**src/rtl/pattern_scan_ctrl_pkg.sv**
```systemverilog
// Shared types and constants for the pattern scan controller and its result FIFO.
package pattern_scan_pkg;

    localparam int FIFO_DEPTH = 8;
    localparam int OFS_W      = 32;

    localparam logic [1:0] ADDR_PAT  = 2'd0;
    localparam logic [1:0] ADDR_WC   = 2'd1;
    localparam logic [1:0] ADDR_CTRL = 2'd2;

    typedef enum logic [2:0] {
        ST_IDLE  = 3'd0,
        ST_SCAN  = 3'd1,
        ST_EVAL  = 3'd2,
        ST_DRAIN = 3'd3,
        ST_FLUSH = 3'd4,
        ST_DONE  = 3'd5
    } state_e;

    // Index of the lowest set bit (0 when no bit is set).
    function automatic logic [2:0] low_bit_idx(input logic [7:0] m);
        logic [2:0] idx;
        idx = 3'd0;
        for (int i = 7; i >= 0; i--) begin
            if (m[i]) idx = 3'(i);
        end
        return idx;
    endfunction

endpackage

```
**src/rtl/pattern_scan_ctrl_if.sv**
```systemverilog
// Config, text stream, matcher and result signals of the pattern scan controller.
interface pattern_scan_ctrl_if;
    logic        cfg_wren;
    logic [1:0]  cfg_addr;
    logic [63:0] cfg_din;
    logic        in_valid;
    logic [63:0] in_data;
    logic        in_last;
    logic        in_ready;
    logic [127:0] win_out;
    logic [63:0] pat_out;
    logic [7:0]  wc_out;
    logic [15:0] match_in;
    logic        res_valid;
    logic [31:0] res_data;
    logic        res_ready;
    logic        busy;
    logic        done;
    logic [15:0] hit_count;

    modport master (
        output cfg_wren, cfg_addr, cfg_din, in_valid, in_data, in_last, match_in, res_ready,
        input  in_ready, win_out, pat_out, wc_out, res_valid, res_data, busy, done, hit_count
    );

    modport slave (
        input  cfg_wren, cfg_addr, cfg_din, in_valid, in_data, in_last, match_in, res_ready,
        output in_ready, win_out, pat_out, wc_out, res_valid, res_data, busy, done, hit_count
    );
endinterface

```
**src/rtl/pattern_scan_ctrl_result_fifo.sv**
```systemverilog
// 8 x 32 first-word-fall-through FIFO holding hit offsets; a push into a full FIFO is refused.
module scan_result_fifo
    import pattern_scan_pkg::*;
(
    input  logic             clk,
    input  logic             rst,
    input  logic             push,
    input  logic [OFS_W-1:0] push_data,
    input  logic             pop,
    output logic [OFS_W-1:0] pop_data,
    output logic             full,
    output logic             empty
);
    localparam int AW = $clog2(FIFO_DEPTH);

    logic [OFS_W-1:0] mem_q [FIFO_DEPTH];
    logic [OFS_W-1:0] mem_d [FIFO_DEPTH];
    logic [AW-1:0]    wr_ptr_q, wr_ptr_d, rd_ptr_q, rd_ptr_d;
    logic [AW:0]      cnt_q, cnt_d;
    logic             push_ok_s, pop_ok_s;

    assign full      = (cnt_q == (AW+1)'(FIFO_DEPTH));
    assign empty     = (cnt_q == '0);
    assign pop_data  = mem_q[rd_ptr_q];
    assign push_ok_s = push && !full;
    assign pop_ok_s  = pop && !empty;

    always_comb begin
        mem_d    = mem_q;
        wr_ptr_d = wr_ptr_q;
        rd_ptr_d = rd_ptr_q;
        cnt_d    = cnt_q;
        if (push_ok_s) begin
            mem_d[wr_ptr_q] = push_data;
            wr_ptr_d        = wr_ptr_q + 1'b1;
        end
        if (pop_ok_s) begin
            rd_ptr_d = rd_ptr_q + 1'b1;
        end
        case ({push_ok_s, pop_ok_s})
            2'b10:   cnt_d = cnt_q + 1'b1;
            2'b01:   cnt_d = cnt_q - 1'b1;
            default: cnt_d = cnt_q;
        endcase
    end

    always_ff @(posedge clk) begin
        if (rst) begin
            for (int i = 0; i < FIFO_DEPTH; i++) mem_q[i] <= '0;
            wr_ptr_q <= '0;
            rd_ptr_q <= '0;
            cnt_q    <= '0;
        end else begin
            mem_q    <= mem_d;
            wr_ptr_q <= wr_ptr_d;
            rd_ptr_q <= rd_ptr_d;
            cnt_q    <= cnt_d;
        end
    end
endmodule

```
**src/rtl/pattern_scan_ctrl.sv**
```systemverilog
// Streams 64-bit text words through a 16-byte window for an external matcher and
// queues the stream byte offset of every hit in a result FIFO.
module pattern_scan_ctrl
    import pattern_scan_pkg::*;
(
    input  logic                 clk,
    input  logic                 rst,
    pattern_scan_ctrl_if.slave   bus
);
    state_e           state_q, state_d;
    logic [127:0]     window_q, window_d;
    logic [63:0]      pat_q, pat_d;
    logic [7:0]       wc_q, wc_d;
    logic [7:0]       mask_q, mask_d;
    logic [31:0]      word_idx_q, word_idx_d;
    logic [15:0]      hit_cnt_q, hit_cnt_d;
    logic             last_q, last_d;
    logic             flushing_q, flushing_d;
    logic             in_ready_q, in_ready_d;
    logic             busy_q, busy_d;
    logic             done_q, done_d;

    logic             push_s, fifo_full_s, fifo_empty_s;
    logic [OFS_W-1:0] push_data_s;
    logic [2:0]       low_idx_s;
    logic [7:0]       eval_mask_s;
    state_e           exit_s;

    scan_result_fifo u_fifo (
        .clk       (clk),
        .rst       (rst),
        .push      (push_s),
        .push_data (push_data_s),
        .pop       (bus.res_ready),
        .pop_data  (bus.res_data),
        .full      (fifo_full_s),
        .empty     (fifo_empty_s)
    );

    assign bus.res_valid = !fifo_empty_s;
    assign bus.in_ready  = in_ready_q;
    assign bus.busy      = busy_q;
    assign bus.done      = done_q;
    assign bus.hit_count = hit_cnt_q;
    assign bus.win_out   = window_q;
    assign bus.pat_out   = pat_q;
    assign bus.wc_out    = wc_q;

    always_comb begin
        state_d    = state_q;
        window_d   = window_q;
        pat_d      = pat_q;
        wc_d       = wc_q;
        mask_d     = mask_q;
        word_idx_d = word_idx_q;
        hit_cnt_d  = hit_cnt_q;
        last_d     = last_q;
        flushing_d = flushing_q;
        push_s     = 1'b0;

        low_idx_s   = low_bit_idx(mask_q);
        push_data_s = ((word_idx_q - 32'd2) << 3) + {29'd0, low_idx_s};

        for (int k = 0; k < 8; k++) eval_mask_s[k] = bus.match_in[15-k];
        // During flush only start 0 lies wholly in real data; on the first word the older half is empty.
        if (flushing_q) begin
            eval_mask_s = eval_mask_s & 8'h01;
        end else if (word_idx_q == 32'd1) begin
            eval_mask_s = 8'h00;
        end else begin
            eval_mask_s = eval_mask_s;
        end

        if (last_q && !flushing_q) begin
            exit_s = ST_FLUSH;
        end else if (flushing_q) begin
            exit_s = ST_DONE;
        end else begin
            exit_s = ST_SCAN;
        end

        case (state_q)
            ST_IDLE: begin
                if (bus.cfg_wren) begin
                    case (bus.cfg_addr)
                        ADDR_PAT: pat_d = bus.cfg_din;
                        ADDR_WC:  wc_d  = bus.cfg_din[7:0];
                        ADDR_CTRL: begin
                            if (bus.cfg_din[0]) begin
                                hit_cnt_d  = 16'd0;
                                word_idx_d = 32'd0;
                                window_d   = 128'd0;
                                mask_d     = 8'd0;
                                last_d     = 1'b0;
                                flushing_d = 1'b0;
                                state_d    = ST_SCAN;
                            end else begin
                                state_d = ST_IDLE;
                            end
                        end
                        default: state_d = ST_IDLE;
                    endcase
                end else begin
                    state_d = ST_IDLE;
                end
            end
            ST_SCAN: begin
                if (bus.in_valid && in_ready_q) begin
                    window_d   = {window_q[63:0], bus.in_data};
                    last_d     = bus.in_last;
                    word_idx_d = word_idx_q + 32'd1;
                    state_d    = ST_EVAL;
                end else begin
                    state_d = ST_SCAN;
                end
            end
            ST_EVAL: begin
                mask_d  = eval_mask_s;
                state_d = (eval_mask_s != 8'd0) ? ST_DRAIN : exit_s;
            end
            ST_DRAIN: begin
                if (!fifo_full_s) begin
                    push_s = 1'b1;
                    mask_d = mask_q & ~(8'd1 << low_idx_s);
                    if (hit_cnt_q != 16'hFFFF) begin
                        hit_cnt_d = hit_cnt_q + 16'd1;
                    end else begin
                        hit_cnt_d = hit_cnt_q;
                    end
                    state_d = (mask_d == 8'd0) ? exit_s : ST_DRAIN;
                end else begin
                    state_d = ST_DRAIN;
                end
            end
            ST_FLUSH: begin
                window_d   = {window_q[63:0], 64'd0};
                flushing_d = 1'b1;
                word_idx_d = word_idx_q + 32'd1;
                state_d    = ST_EVAL;
            end
            ST_DONE:  state_d = ST_IDLE;
            default:  state_d = ST_IDLE;
        endcase

        in_ready_d = (state_d == ST_SCAN);
        busy_d     = !((state_d == ST_IDLE) || (state_d == ST_DONE));
        done_d     = (state_d == ST_DONE);
    end

    always_ff @(posedge clk) begin
        if (rst) begin
            state_q    <= ST_IDLE;
            window_q   <= '0;
            pat_q      <= '0;
            wc_q       <= '0;
            mask_q     <= '0;
            word_idx_q <= '0;
            hit_cnt_q  <= '0;
            last_q     <= 1'b0;
            flushing_q <= 1'b0;
            in_ready_q <= 1'b0;
            busy_q     <= 1'b0;
            done_q     <= 1'b0;
        end else begin
            state_q    <= state_d;
            window_q   <= window_d;
            pat_q      <= pat_d;
            wc_q       <= wc_d;
            mask_q     <= mask_d;
            word_idx_q <= word_idx_d;
            hit_cnt_q  <= hit_cnt_d;
            last_q     <= last_d;
            flushing_q <= flushing_d;
            in_ready_q <= in_ready_d;
            busy_q     <= busy_d;
            done_q     <= done_d;
        end
    end
endmodule

```
**src/flat_wrapper.sv**
```systemverilog
// flat-port wrapper written by rule: the top's interface ports become plain ports
module pattern_scan_ctrl_flat import pattern_scan_pkg::*;
  (clk, rst, bus_cfg_wren, bus_cfg_addr, bus_cfg_din, bus_in_valid, bus_in_data, bus_in_last, bus_match_in, bus_res_ready, bus_in_ready, bus_win_out, bus_pat_out, bus_wc_out, bus_res_valid, bus_res_data, bus_busy, bus_done, bus_hit_count);
  pattern_scan_ctrl_if bus_i ();
  input  logic clk;
  input  logic rst;
  input wire logic [$bits(bus_i.cfg_wren)-1:0] bus_cfg_wren;
  input wire logic [$bits(bus_i.cfg_addr)-1:0] bus_cfg_addr;
  input wire logic [$bits(bus_i.cfg_din)-1:0] bus_cfg_din;
  input wire logic [$bits(bus_i.in_valid)-1:0] bus_in_valid;
  input wire logic [$bits(bus_i.in_data)-1:0] bus_in_data;
  input wire logic [$bits(bus_i.in_last)-1:0] bus_in_last;
  input wire logic [$bits(bus_i.match_in)-1:0] bus_match_in;
  input wire logic [$bits(bus_i.res_ready)-1:0] bus_res_ready;
  output wire logic [$bits(bus_i.in_ready)-1:0] bus_in_ready;
  output wire logic [$bits(bus_i.win_out)-1:0] bus_win_out;
  output wire logic [$bits(bus_i.pat_out)-1:0] bus_pat_out;
  output wire logic [$bits(bus_i.wc_out)-1:0] bus_wc_out;
  output wire logic [$bits(bus_i.res_valid)-1:0] bus_res_valid;
  output wire logic [$bits(bus_i.res_data)-1:0] bus_res_data;
  output wire logic [$bits(bus_i.busy)-1:0] bus_busy;
  output wire logic [$bits(bus_i.done)-1:0] bus_done;
  output wire logic [$bits(bus_i.hit_count)-1:0] bus_hit_count;
  assign bus_i.cfg_wren = bus_cfg_wren;
  assign bus_i.cfg_addr = bus_cfg_addr;
  assign bus_i.cfg_din = bus_cfg_din;
  assign bus_i.in_valid = bus_in_valid;
  assign bus_i.in_data = bus_in_data;
  assign bus_i.in_last = bus_in_last;
  assign bus_i.match_in = bus_match_in;
  assign bus_i.res_ready = bus_res_ready;
  assign bus_in_ready = bus_i.in_ready;
  assign bus_win_out = bus_i.win_out;
  assign bus_pat_out = bus_i.pat_out;
  assign bus_wc_out = bus_i.wc_out;
  assign bus_res_valid = bus_i.res_valid;
  assign bus_res_data = bus_i.res_data;
  assign bus_busy = bus_i.busy;
  assign bus_done = bus_i.done;
  assign bus_hit_count = bus_i.hit_count;
  pattern_scan_ctrl u_core (.clk(clk), .rst(rst), .bus(bus_i));
endmodule
```
**config.mk**
```make
export PLATFORM = sky130hd
export DESIGN_NAME = pattern_scan_ctrl_flat
export DESIGN_NICKNAME = d
export VERILOG_FILES = /design/src/rtl/pattern_scan_ctrl_pkg.sv /design/src/rtl/pattern_scan_ctrl_if.sv /design/src/rtl/pattern_scan_ctrl_result_fifo.sv /design/src/rtl/pattern_scan_ctrl.sv /design/src/flat_wrapper.sv
export SDC_FILE = /design/constraint.sdc
export NUM_CORES = 1
export LEC_CHECK = 0
export ABC_AREA = 1
export CAP_MARGIN = 15
export CORE_MARGIN = 3
export CORE_UTILIZATION = 50
export DETAILED_ROUTE_END_ITERATION = 10
export GPL_TIMING_DRIVEN = 0
export PLACE_DENSITY = 0.82
export SLEW_MARGIN = 10
export SYNTH_ARGS = -nofsm -noshare
export SYNTH_HDL_FRONTEND = slang
export SYNTH_SLANG_ARGS = --single-unit
```
**constraint.sdc**
```tcl
create_clock -name clk -period 3.5 [get_ports clk]
set_clock_uncertainty 0.1 [all_clocks]
set_input_delay 0.35 -clock clk [delete_from_list [all_inputs] [get_ports clk]]
set_output_delay 0.35 -clock clk [all_outputs]
set_load 0.03 [all_outputs]
```
After elaboration in Yosys (flattened, before gate mapping)
Cells that the tools add are included.

Reduce and logical (&&, ||, !) cells: 30. Bitwise gates (word level): 4. $lt $le $gt $ge: 3. Equality and inequality tests: 19. $add $sub $neg: 8. Multiplexer cells: 56. Shift-type cells: 1.

Operators with widths (count): $mux W128 (4); $pmux W128 S3 (1); $bwmux W256 (1); $mux W32 (7); $bmux W32 S3 (1); $demux W32 S3 (1); $pmux W32 S3 (1); $mux W16 (5); $mux W8 (6); $mux W3 (14); $add A32 B1 Y32 const B (1); $add A32 B3 Y32 (1); $eq A32 B1 Y1 const B (1); $pmux W16 S2 (1); $sub A29 B2 Y29 const B (1); $pmux W8 S3 (1); $add A16 B1 Y16 const B (1); $ne A16 B16 Y1 const B (1); $pmux W3 S5 (1); $reduce_and A5 Y1 (3); $and A8 B8 Y8 (1); $ge A4 B4 Y1 const B (2); $logic_not A8 Y1 (1); $ne A2 B2 Y1 const B (4); 32 further kinds (60).

Input port bits: 152. Flip-flop bits (word level): 530. Word-level logic and storage cells: 144.

Depth between registers and ports, before layout
Depth in word-level cells: 18. Depth in mapped cells: 17.

Hierarchy
Synthesis repeated with hierarchy kept, for this count alone.

Cell total of the unflattened synthesis: 3627. Area, all modules: 24263.3 um^2.

By module, submodules not included: scan_result_fifo (cells an instance 2153, area an instance 13262.7 um^2, times used 1); pattern_scan_ctrl (cells an instance 1474, area an instance 11000.6 um^2, times used 1).

Worst setup path before layout
No wires, ideal clock.

Kind: register to register. From: register u_core.u_fifo.cnt_q[1]. To: register u_core.u_fifo.cnt_q[3]. Library setup time: 0.119 ns. Clock period less this slack: 2.432 ns. Path slack: 1.068 ns. Cell stages (with the launch flop): 15. Data arrival time: 2.212 ns. Path through: dfxtp_1 nor2_1 nand3_1 nand2_1 inv_1 ha_1 ha_1 nand2_1 nor2_1 a211oi_1 nor2_1 nor2_1 nand2_1 o21ai_0 a21oi_1.

Elaborated cells on any way between the ends: 14. Classes of those cells: 2 x add/sub; 3 x eq/ne; 3 x mux; 6 x reduce/logical.

RTL lines: start: declaration (RTL line pattern_scan_ctrl_result_fifo.sv:19) `logic [AW:0] cnt_q, cnt_d;`; start signal: assignment (RTL line pattern_scan_ctrl_result_fifo.sv:57) `cnt_q <= cnt_d;`; $logic_not A4 Y1 * (RTL line pattern_scan_ctrl_result_fifo.sv:23) `assign empty = (cnt_q == '0);`; $logic_not A1 Y1 *; named net bus_res_valid (RTL line flat_wrapper.sv:19) `output wire logic [$bits(bus_i.res_valid)-1:0] bus_res_valid;`; $logic_and A1 B1 Y1 * (RTL line pattern_scan_ctrl_result_fifo.sv:26) `assign pop_ok_s = pop && !empty;`; named net u_core.u_fifo.pop_ok_s (RTL line pattern_scan_ctrl_result_fifo.sv:20) `logic push_ok_s, pop_ok_s;`; $eq A2 B1 Y1 or $eq A2 B2 Y1 (tied branches) (RTL line pattern_scan_ctrl_result_fifo.sv:40) `case ({push_ok_s, pop_ok_s})`; $pmux W4 S2 or $reduce_bool A2 Y1 (tied branches).

The timed path passes the listed nets; every way through them passes the cells marked *. A chain may end at the register's enable or synchronous reset.

Worst setup path in the final report
From: register u_core.u_fifo.rd_ptr_q[0]. To: output port bus_res_data[16].

Longest elaborated chain between the ends: 4.

RTL lines: start: declaration (RTL line pattern_scan_ctrl_result_fifo.sv:18) `logic [AW-1:0] wr_ptr_q, wr_ptr_d, rd_ptr_q, rd_ptr_d;`; start signal: assignment (RTL line pattern_scan_ctrl_result_fifo.sv:56) `rd_ptr_q <= rd_ptr_d;`; $not A3 Y4 (not written as such) (RTL line pattern_scan_ctrl_result_fifo.sv:24) `assign pop_data = mem_q[rd_ptr_q];`; $bmux W32 S3 (RTL line pattern_scan_ctrl_result_fifo.sv:24); $mux W32 (not written as such) (2 in series) (RTL line pattern_scan_ctrl_result_fifo.sv:24); end: declaration (RTL line flat_wrapper.sv:20) `output wire logic [$bits(bus_i.res_data)-1:0] bus_res_data;`.

No other way between the ends. The select of a mux whose other input is x is not followed.

==> impl_metrics.csv <==
group,metric,value,unit
status,status,"complete, no violations",
final_layout,fin_nets,3832,
routing,routed_wl,79400,microns
die,die_y,221,microns
power_and_ir_drop,cellInternalPower,10.8,mW
routing,drt_iter0_markers,2795,
yosys,synth_ff_type,"dfxtp_1",
yosys,async_reset_ff_frac,0,
routing,firstDrtPassIters,6,
final_layout,drive_gt1_frac,0.0512,
yosys,synth_seq_cells,530,
worst_hold_path,hp-class,"primary input to register",
global_routing,grt_max_degree,14,
die,std_cell_rows,78,
global_routing,grt_pass1_wl,123000,microns
critical_path,endpoint_kind,"output pin",
die,dieWidth,221,microns
final_layout,multiInputGateArea,0.0102,sq mm
final_layout,n_fill_cell,4040,
yosys,synth_edf_count,0,
routing,route.detailed.drc,0,
critical_path,start_kind,"register",
die,dieArea,0.0488,sq mm
critical_path,crit_path_end,"bus_res_data[16]",
critical_path,critPathKind,"register to output pin",
critical_path,cp_slowest_stage_delay,0.45,ns
placed_design,dp_slack,-0.0924,ns
yosys,yosysTopAreaCellShare,0.459,
timing,setup_viol,0,
power_and_ir_drop,p_leak,12.4,nW
timing,fmax,0.296,GHz
yosys,avgSynthCellArea,7.18,sq um
placed_design,portBuffers,394,
job,maxCapViolCount,0,
critical_path,path_buf_inv,4,
clock_tree,cts_buffers,55,
timing,worst_slew_pin_slew,1.04,ns
timing,layout_min_cycle_time,3.38,ns
clock_tree,clk_latency,0.61,ns
critical_path,r2r_end,"u_core.u_fifo.mem_q[50]$_SDFFE_PP0P_",
routing,wl_met1,31900,microns
timing,setup_slack,0.117,ns
die,io_pins,404,
yosys,yosysMostFrequentCell,"dfxtp_1",
placed_design,finalWeightedCongestion,0.949,
power_and_ir_drop,swShare,0.320,
clock_tree,clkTransAtPathRegs,0.06,ns
critical_path,crit_chain,"buf_2, clkbuf_2, clkbuf_1, o21ai_0, a31oi_1, clkdlybuf4s15_1",
routing,routedWlPerCell,18.4,microns
final_layout,regArea,0.0106,sq mm
power_and_ir_drop,comb_power_share,0.234,
critical_path,arrival,2.93,ns
yosys,yosysSeqAreaShare,0.459,
timing,maxSlewViolCount,0,
power_and_ir_drop,vdd_ir_drop_max,586,uV
routing,top_layer,"met4",
routing,wl_met3,8450,microns
timing,rsz0062_at_grt,"no",
clock_tree,ctsHtreeMaxLevel,2,
timing,fin_crit_sh,0.966,
power_and_ir_drop,p_sw,5.11,mW
global_routing,antenna_found_initial,2,
clock_tree,cts_buffer_depth,3,
yosys,syn-num-nets,3382,
global_routing,grtUsageTotal,0.309,
global_routing,grt.overflow.total,0,
placed_design,dp.cells,4213,
clock_tree,post_cts_buffers,0,
clock_tree,cts_sinks,530,
routing,vias,23800,
routing,route.met2.wl,36300,microns
yosys,synthCells,3219,
power_and_ir_drop,p_clk_frac,0.375,
critical_path,critPathRequiredTime,3.05,ns
die,core_area,0.0455,sq mm
critical_path,startpoint,"u_core.u_fifo.rd_ptr_q[0]$_SDFFE_PP0P_",
final_layout,area_delta_synth_final,28.0,%
routing,antenna_left,0,
critical_path,rr_worst_depth,13,
timing,relSlewSlack,0.301,
placed_design,hpwlAfterDp,58400,microns
critical_path,cp.depth,6,
routing,avgViaCountPerCell,5.52,
final_layout,instances_no_fill,4311,
die,initial_core_util,0.508,
yosys,netlist_area,0.0231,sq mm
clock_tree,cts.root.buffer_cell,"clkbuf_16",
yosys,synth.area.top_cells,"dfxtp_1 46%, nor2_1 8.6%, o21ai_0 8.5%",
critical_path,r2r_setup_slack,0.32,ns
clock_tree,cts_tree,"yes",
yosys,synth_cell_types,45,
yosys,synth_area_leader_cell,"dfxtp_1",
timing,hold_viol,0,
critical_path,critical_path.top_delay_family,"buffers and inverters",
global_routing,grt_pass1_vias,22400,
critical_path,worstPathMaxFanout,10,
critical_path,rr_startpoint,"u_core.word_idx_q[1]$_SDFFE_PP0P_",
yosys,synth_common_cells,"530 x dfxtp_1, 527 x nor2_1, 392 x o21ai_0",
power_and_ir_drop,p_per_area,539,mW/mm^2
critical_path,crit_slowest_cell,"clkbuf_1",
power_and_ir_drop,p_seq_frac,0.391,
yosys,yosysWarningCount,0,
per-layer routing:
metal  vias up  track usage
li1      11400            -
met1     10900        0.398
met2      1222        0.505
met3       207       0.0813
met4         0        0.107
met5         -            0
sequential cells by signal (all words and copies together) (netlist names), 4 cells and up:
signal                count
u_core.bus.win_out      128
u_core.bus.wc_out         8
u_core.u_fifo.mem_q     256
u_core.bus.hit_count     16
u_core.mask_q             8
u_core.bus.pat_out       64
u_core.u_fifo.cnt_q       4
u_core.word_idx_q        32
cell families after synthesis:
family,count (synthesis),share of synthesized area
DFF,530,0.459
xor gates and xnor gates,32,0.0125
AOI/OAI and AO/OA,1003,0.236
buffers and inverters,622,0.102
and+or+nand+nor,1021,0.184
adders and majority gates,11,0.00628
what timing repair did:
| item | CTS | global route |
|---|---|---|
| hold buffers | 0 | 0 |
| gates cloned | 0 | 0 |
| pin swaps | 0 | 1 |
| gates resized for setup | 59 | 53 |
| endpoints found under the setup margin | 32 | 38 |
power groups by stage:
stage	registers, mW	logic (mW)	clock network (mW)
after floorplan	6.53	2.00	0
final	6.23	3.73	5.98
after detailed placement	6.36	3.76	0
after global placement	6.35	3.73	0
after CTS	6.23	3.67	5.99
after global routing	6.24	3.97	6.27
final cells by class:
type                    count  area share
flip-flops and latches    530       0.359
multi-input cells        2067       0.344
repair buffers            394       0.131
clock buffers              84      0.0560
inverters                 416      0.0529
plain buffers             205      0.0272
well taps                 600      0.0254
clock inverters            13     0.00558
diodes                      2    0.000169
how the worst min path moves through the flow:
stage | to | slack (ns) | startpoint | cells past startpoint
2_1_floorplan | u_core.u_fifo.mem_q[198]$_SDFFE_PP0P_ | 0.32 | u_core.u_fifo.mem_q[198]$_SDFFE_PP0P_ | 2
3_3_place_gp | u_core.u_fifo.mem_q[198]$_SDFFE_PP0P_ | 0.34 | u_core.u_fifo.mem_q[198]$_SDFFE_PP0P_ | 2
3_5_place_dp | u_core.u_fifo.mem_q[198]$_SDFFE_PP0P_ | 0.35 | u_core.u_fifo.mem_q[198]$_SDFFE_PP0P_ | 2
4_1_cts | u_core.bus.pat_out[15]$_SDFFE_PP0P_ | 0.20 | bus_cfg_din[15] | 3
5_1_grt | u_core.bus.pat_out[19]$_SDFFE_PP0P_ | 0.21 | bus_cfg_din[19] | 3
6_report | u_core.bus.pat_out[33]$_SDFFE_PP0P_ | 0.22 | bus_cfg_din[33] | 3
placed cells by master (no fill, tap or decap), types with 3 or more instances in the layout:
cell / netlist / routed
clkbuf_16: 0 / 57
o21ai_0: 392 / 391
bufinv_16: 0 / 4
a31oi_1: 38 / 35
nor3_2: 3 / 3
clkbuf_1: 168 / 173
clkdlybuf4s50_1: 0 / 362
nor2_1: 527 / 527
nor3_1: 91 / 91
clkinv_2: 0 / 9
nor2_4: 5 / 5
a21oi_1: 348 / 348
inv_1: 389 / 389
nand2_2: 3 / 3
xnor2_1: 4 / 4
xor2_1: 27 / 26
o21ai_1: 75 / 76
nand2_1: 286 / 286
inv_2: 24 / 24
a22oi_1: 65 / 65
o211ai_1: 13 / 13
nand3_1: 44 / 44
a31oi_2: 0 / 3
buf_1: 21 / 19
o21a_1: 5 / 5
nor2_2: 6 / 6
or2_2: 8 / 8
dlygate4sd2_1: 0 / 10
clkdlybuf4s15_2: 0 / 5
ha_1: 10 / 10
clkbuf_8: 0 / 13
nor4_1: 7 / 7
dfxtp_1: 530 / 530
clkbuf_2: 0 / 21
o21bai_1: 60 / 60
buf_2: 17 / 21
nand4_1: 33 / 33
metrics by stage:
step	TNS [ns]	cell area (sq um)	total power [mW]	hold WS, ns	util
2_1_floorplan	0	23100	8.54	0.325	-
3_3_place_gp	-0.112	27800	10.1	0.337	0.611
3_5_place_dp	-0.743	27800	10.1	0.345	0.611
4_1_cts	0	29600	15.9	0.202	0.651
5_1_grt	0	29600	16.5	0.209	0.650
6_report	0	29600	15.9	0.216	0.650
tightest hold or removal path: stages:
cell and delay [ns]:
clkdlybuf4s50_1 0.39, nor2_1 0.10, nor2_1 0.05
No activity file was read; power rests on OpenSTA's default activity.
